## src/rtl/rv0_pkg.sv

```systemverilog
// Shared types for the rv0 integer register file and its write-back port.
package rv0_pkg;
    localparam int REG_ADDR_W = 5;
    typedef logic [REG_ADDR_W-1:0] reg_addr_t;
endpackage

```

## src/rtl/rv_rwb_if.sv

```systemverilog
// Register write-back bus.
// Handshake: no ready; a write is consumed by the sink on every posedge where we is high.
interface rv_rwb_if
    import rv0_pkg::*;
#(
    parameter int XLEN = 32
);
    logic            we;
    reg_addr_t       waddr;
    logic [XLEN-1:0] wdata;

    modport source (output we, output waddr, output wdata);
    modport sink   (input  we, input  waddr, input  wdata);
endinterface

```

## src/rtl/rv0_rfi_sb.sv

```systemverilog
// Pending-write scoreboard: per-register in-flight counters, busy/issue_rdy and the
// sticky error raised by a write-back that nothing was waiting for.
module rv0_rfi_sb
    import rv0_pkg::*;
#(
    parameter int REG_CNT = 32,
    parameter int PEND_W  = 2,
    parameter int BYPASS  = 1
) (
    input  logic      clk_i,
    input  logic      rst_i,
    input  logic      wb_we_i,
    input  reg_addr_t wb_addr_i,
    input  logic      issue_we_i,
    input  reg_addr_t issue_rd_i,
    input  logic      flush_i,
    input  reg_addr_t rs1_addr_i,
    input  reg_addr_t rs2_addr_i,
    output logic      rs1_busy_o,
    output logic      rs2_busy_o,
    output logic      issue_rdy_o,
    output logic      err_o
);
    localparam logic [PEND_W-1:0] CNT_MAX = '1;
    localparam logic [PEND_W-1:0] CNT_ONE = PEND_W'(1);

    logic [PEND_W-1:0] cnt_q [REG_CNT];
    logic [PEND_W-1:0] cnt_d [REG_CNT];
    logic              err_q, err_d;
    logic              inc, dec, wb_valid, wb_orphan;

    // issue_rdy looks only at registered counters so write-back never reaches it combinationally.
    assign issue_rdy_o = (issue_rd_i == '0) || (cnt_q[issue_rd_i] != CNT_MAX);
    assign inc         = issue_we_i && issue_rdy_o && (issue_rd_i != '0);
    assign wb_valid    = wb_we_i && (wb_addr_i != '0);
    assign dec         = wb_valid && (cnt_q[wb_addr_i] != '0);
    assign wb_orphan   = wb_valid && (cnt_q[wb_addr_i] == '0);
    assign err_d       = err_q | wb_orphan;
    assign err_o       = err_q;

    function automatic logic busy_of(reg_addr_t a);
        logic drop;
        drop = (BYPASS != 0) && dec && (wb_addr_i == a) && (cnt_q[a] == CNT_ONE)
               && !(inc && (issue_rd_i == a));
        return (a != '0) && (cnt_q[a] != '0) && !drop;
    endfunction

    assign rs1_busy_o = busy_of(rs1_addr_i);
    assign rs2_busy_o = busy_of(rs2_addr_i);

    always_comb begin
        for (int i = 0; i < REG_CNT; i++) begin
            cnt_d[i] = cnt_q[i];
            if (flush_i) begin
                cnt_d[i] = '0;
            end else begin
                cnt_d[i] = cnt_q[i]
                         + PEND_W'(inc && (issue_rd_i == reg_addr_t'(i)))
                         - PEND_W'(dec && (wb_addr_i == reg_addr_t'(i)));
            end
        end
    end

    always_ff @(posedge clk_i or posedge rst_i) begin
        if (rst_i) begin
            for (int i = 0; i < REG_CNT; i++) cnt_q[i] <= '0;
            err_q <= 1'b0;
        end else begin
            for (int i = 0; i < REG_CNT; i++) cnt_q[i] <= cnt_d[i];
            err_q <= err_d;
        end
    end
endmodule

```

## src/rtl/rv0_rfi.sv

```systemverilog
// Integer register file: write-back sink, two combinational read ports with optional
// same-cycle forwarding, and a pending-write scoreboard for decode stalls.
module rv0_rfi
    import rv0_pkg::*;
#(
    parameter int XLEN    = 32,
    parameter int REG_CNT = 32,
    parameter int PEND_W  = 2,
    parameter int BYPASS  = 1
) (
    input  logic            clk_i,
    input  logic            rst_i,
    rv_rwb_if.sink          rfi_if,
    input  reg_addr_t       rs1_addr_i,
    output logic [XLEN-1:0] rs1_data_o,
    output logic            rs1_busy_o,
    input  reg_addr_t       rs2_addr_i,
    output logic [XLEN-1:0] rs2_data_o,
    output logic            rs2_busy_o,
    input  logic            issue_we_i,
    input  reg_addr_t       issue_rd_i,
    output logic            issue_rdy_o,
    input  logic            flush_i,
    output logic            err_o
);
    logic [XLEN-1:0] regs_q [REG_CNT];
    logic            wr_en;

    assign wr_en = rfi_if.we && (rfi_if.waddr != '0);

    always_ff @(posedge clk_i or posedge rst_i) begin
        if (rst_i) begin
            for (int i = 0; i < REG_CNT; i++) regs_q[i] <= '0;
        end else if (wr_en) begin
            regs_q[rfi_if.waddr] <= rfi_if.wdata;
        end
    end

    function automatic logic [XLEN-1:0] read_port(reg_addr_t a);
        if (a == '0)                                    return '0;
        if ((BYPASS != 0) && wr_en && rfi_if.waddr == a) return rfi_if.wdata;
        return regs_q[a];
    endfunction

    assign rs1_data_o = read_port(rs1_addr_i);
    assign rs2_data_o = read_port(rs2_addr_i);

    rv0_rfi_sb #(
        .REG_CNT (REG_CNT),
        .PEND_W  (PEND_W),
        .BYPASS  (BYPASS)
    ) u_sb (
        .clk_i       (clk_i),
        .rst_i       (rst_i),
        .wb_we_i     (rfi_if.we),
        .wb_addr_i   (rfi_if.waddr),
        .issue_we_i  (issue_we_i),
        .issue_rd_i  (issue_rd_i),
        .flush_i     (flush_i),
        .rs1_addr_i  (rs1_addr_i),
        .rs2_addr_i  (rs2_addr_i),
        .rs1_busy_o  (rs1_busy_o),
        .rs2_busy_o  (rs2_busy_o),
        .issue_rdy_o (issue_rdy_o),
        .err_o       (err_o)
    );
endmodule

```

## src/flat_wrapper.sv

```systemverilog
// flat-port wrapper written by rule: the top's interface ports become plain ports
module rv0_rfi_flat import rv0_pkg::*;
#(
    parameter int XLEN    = 32,
    parameter int REG_CNT = 32,
    parameter int PEND_W  = 2,
    parameter int BYPASS  = 1
)
  (clk_i, rst_i, rs1_addr_i, rs1_data_o, rs1_busy_o, rs2_addr_i, rs2_data_o, rs2_busy_o, issue_we_i, issue_rd_i, issue_rdy_o, flush_i, err_o, rfi_if_we, rfi_if_waddr, rfi_if_wdata);
  rv_rwb_if #(.XLEN(XLEN)) rfi_if_i ();
  input  logic clk_i;
  input  logic rst_i;
  input  reg_addr_t rs1_addr_i;
  output logic [XLEN-1:0] rs1_data_o;
  output logic rs1_busy_o;
  input  reg_addr_t rs2_addr_i;
  output logic [XLEN-1:0] rs2_data_o;
  output logic rs2_busy_o;
  input  logic issue_we_i;
  input  reg_addr_t issue_rd_i;
  output logic issue_rdy_o;
  input  logic flush_i;
  output logic err_o;
  input wire logic [$bits(rfi_if_i.we)-1:0] rfi_if_we;
  input wire logic [$bits(rfi_if_i.waddr)-1:0] rfi_if_waddr;
  input wire logic [$bits(rfi_if_i.wdata)-1:0] rfi_if_wdata;
  assign rfi_if_i.we = rfi_if_we;
  assign rfi_if_i.waddr = rfi_if_waddr;
  assign rfi_if_i.wdata = rfi_if_wdata;
  rv0_rfi #(.XLEN(XLEN), .REG_CNT(REG_CNT), .PEND_W(PEND_W), .BYPASS(BYPASS)) u_core (.clk_i(clk_i), .rst_i(rst_i), .rfi_if(rfi_if_i), .rs1_addr_i(rs1_addr_i), .rs1_data_o(rs1_data_o), .rs1_busy_o(rs1_busy_o), .rs2_addr_i(rs2_addr_i), .rs2_data_o(rs2_data_o), .rs2_busy_o(rs2_busy_o), .issue_we_i(issue_we_i), .issue_rd_i(issue_rd_i), .issue_rdy_o(issue_rdy_o), .flush_i(flush_i), .err_o(err_o));
endmodule
```

## config.mk

```make
export PLATFORM = sky130hd
export DESIGN_NAME = rv0_rfi_flat
export DESIGN_NICKNAME = d
export VERILOG_FILES = /design/src/rtl/rv0_pkg.sv /design/src/rtl/rv_rwb_if.sv /design/src/rtl/rv0_rfi_sb.sv /design/src/rtl/rv0_rfi.sv /design/src/flat_wrapper.sv
export SDC_FILE = /design/constraint.sdc
export NUM_CORES = 2
export LEC_CHECK = 0
export CORE_UTILIZATION = 60
export DETAILED_ROUTE_END_ITERATION = 8
export DONT_BUFFER_PORTS = 1
export HOLD_SLACK_MARGIN = 0.05
export PLACE_DENSITY = 0.8
export SETUP_SLACK_MARGIN = 0.15
export SYNTH_ARGS = -nofsm -noshare
export SYNTH_HDL_FRONTEND = slang
export SYNTH_SLANG_ARGS = --single-unit
```

## constraint.sdc

```tcl
create_clock -name clk_i -period 49.5 [get_ports clk_i]
set_input_delay 7.425 -clock clk_i [delete_from_list [all_inputs] [get_ports clk_i]]
set_output_delay 7.425 -clock clk_i [all_outputs]
set_load 0.005 [all_outputs]
```

==> flow_summary.toml <==
[worst_setup_path]
path_class = "in -> out"
worst_ep_required_time_ns = 42.08
path_max_fanout = 235
reg2reg_depth = 13
r2r-end = "u_core.u_sb.cnt_q[9]$_DFF_PP0_"
worst_setup_path_end_kind = "output port"
crit_arrival_ns = 10.31
rr_startpoint = "u_core.u_sb.cnt_q[63]$_DFF_PP0_"
ff2ff_setup_slack_ns = 45.73
startpoint_type = "input port"

[timing]
fin_crit_ns = 17.74
slew_headroom = 0.1711
setup_tns_ns = 0
setup_viol = 0
worst_pin_slew_ns = 1.243
rsz0062_at_grt = "no"
fin_crit_sh = 0.3583
finClkSkew_ns = 0.01937
max_freq_mhz = 56.38
fin_ws_ns = 31.76
slew_violations = 0
hold_viol_final = 0

[clock_network]
cts_resized = 0
cts_hold_buf = 0
cts_tree = "yes"
insertion_delay_ns = 0.71
clk_path_buf_depth = 3
clk_transition_reported_paths_ns = 0.06
numCtsBuffers = 111
cts_root_buf = "clkbuf_16"
htreeDepth = 3
cts_setup_buffers = 0
clock-sinks = 1089

[routing]
wl_microns = 171300
wl_per_cell_microns = 32.35
avgViaCountPerCell = 7.221
dr.pass1.iters = 6
vias = 38220
drt_iter0_drc = 4005
drc = 0
detail-route-antenna-nets = 0

[die]
fp.dieW_microns = 320.7
rows = 116
coreArea_sq_um = 100400
io_pins = 125
die-area_sq_um = 102900
initial_core_util = 0.6068
die_h_microns = 320.7

[logic_synthesis]
yosysUniqueCellTypes = 55
synth_top_area_share = 0.4471
synthMuxAreaShare = 0.4320
synth_area_per_cell_sq_um = 14.66
synth.top_cells.by_area = "dfrtp_1 (45%), mux4_2 (22%), mux2_2 (19%), mux2i_1 (2.5%), clkbuf_1 (1.5%)"
synthSimpleGateAreaFrac = 0.02860
synth_top_cell_by_area = "dfrtp_1"
syn_nets = 4276
synthMostInstantiatedCell = "dfrtp_1"
synthXorXnorAreaFrac = 0.01193
synthArstFlopShare = 1.000
synth_warnings = 0
syn-cell-area_sq_um = 60950
synthFlopType = "dfrtp_1"
synth_top_family_by_area = "multiplexers"
synthCells = 4156
synth-seq-cells = 1089
synth.cells.most_frequent = "dfrtp_1 (1089), mux2_2 (1022), mux4_2 (590), clkbuf_1 (239), nor2_1 (172)"
synthAdderAreaFrac = 0.01293
seq_area_frac_synth = 0.4471
synth-compound-area-share = 0.03198
synth_edf_count = 0

[layout]
final_nets = 3961
synthToLayoutAreaGrowth_pct = 6.795
drive_gt1_frac = 0.4779
antenna_cells = 0
stdcell_count = 5293

[power_and_ir_drop]
vdd.ir_drop.worst_uv = 29.15
power_density_nw_per_um2 = 38.59
leakage_nw = 28.12

[grt]
track_usage = 0.3408
gr-total-overflow = 0
grt_pass1_wl_microns = 258700
antenna_found_initial = 1
grt_pass1_vias = 39270
grt_max_degree = 314

[place]
gp_congestion = 0.8891
dp.cells = 5085
hpwl_microns = 84840
io_buffers = 0
pre_cts_slack_ns = 32.04

[min_path]
min_from = "u_core.regs_q[1022]$_DFFE_PP0P_"
whs_endpoint = "u_core.regs_q[1022]$_DFFE_PP0P_"
hold-path-cell-count = 0
hold_class = "reg -> reg"

[run_status]
run_status = "finished clean"

[flow_run]
drv_cap = 0
[sequential cells by signal (all words and copies together) (netlist names)]
register,flops
u_core.u_sb.cnt_q,64
u_core.regs_q,1024
u_core.u_sb.err_o,1
[placed cells by master, fill, tap and decap left out, types with 23 or more instances in the layout]
| master | count |
|---|---|
| a211oi_1 | 96 |
| dfrtp_1 | 1089 |
| xnor2_1 | 42 |
| nor2b_1 | 55 |
| ha_1 | 63 |
| xor2_1 | 41 |
| mux2i_1 | 153 |
| a21oi_1 | 55 |
| nor2_1 | 161 |
| clkbuf_16 | 112 |
| a221oi_1 | 28 |
| clkbuf_8 | 24 |
| mux4_2 | 590 |
| mux2_2 | 1022 |
| buf_4 | 38 |
| o22ai_1 | 30 |
| nand2_1 | 44 |
| clkbuf_1 | 23 |
| inv_1 | 36 |
[cell families (layout without fill, tap and decap cells)]
group,count (synthesis),after routing
compound gates,274,274
xor+xnor,83,83
fa+ha+maj,63,63
buf+inv,508,288
flops,1089,1089
mux,1765,1765
other cells,1,1
simple gates,373,373
[through the flow]
step                      cell area (sq um)  hold WS [ns]  power (W)  utilization
after floorplan                       60950        0.4413   0.001563            -
after global placement                61240        0.3768   0.001603       0.6098
after detailed placement              61240        0.3820   0.001632       0.6098
after CTS                             65090        0.3974   0.002515       0.6481
after global routing                  65090        0.4080   0.002603       0.6481
final                                 65090        0.3984   0.002512       0.6481
[cell type report]
cell class	count	area [sq um]
fill	7019	35350
multi-input combinational	2559	31810
inverter	40	157.7
sequential	1089	27250
clock inverter	49	628.1
clock buffer	159	3219
timing repair buffer	40	325.3
tap	1357	1698
[per-layer routing]
layer  track usage  part of all wire
met3       0.07445             0.093
met2        0.5382              0.48
met1        0.4600              0.38
met4        0.1458             0.048
met5             0          0.000047
[worst max path at each step]
stage / end / cells past startpoint / startpoint / slack (ns)
after floorplan: u_core.regs_q[0]$_DFFE_PP0P_ / 1 / rst_i / 11.42
after global placement: rs2_busy_o / 6 / rfi_if_waddr[4] / 32.07
after detailed placement: rs2_busy_o / 6 / rfi_if_waddr[4] / 32.04
after CTS: rs2_busy_o / 6 / rfi_if_waddr[4] / 32.03
after global routing: rs2_busy_o / 6 / rfi_if_waddr[0] / 31.94
final: rs1_data_o[19] / 7 / rs1_addr_i[1] / 31.76
[power by group]
part           switching, W  internal (W)
logic              0.000150      0.000308
registers          0.000119       0.00105
clock network      0.000369      0.000516
[worst max-delay path, stage by stage]
cell	delay (ns)
nand2_2	0.86
buf_4	0.54
o221ai_1	0.20
a221oi_1	0.33
a211oi_1	0.08
a21oi_1	0.34
nor2_1	0.11
Power figures use the tool's default switching activity.
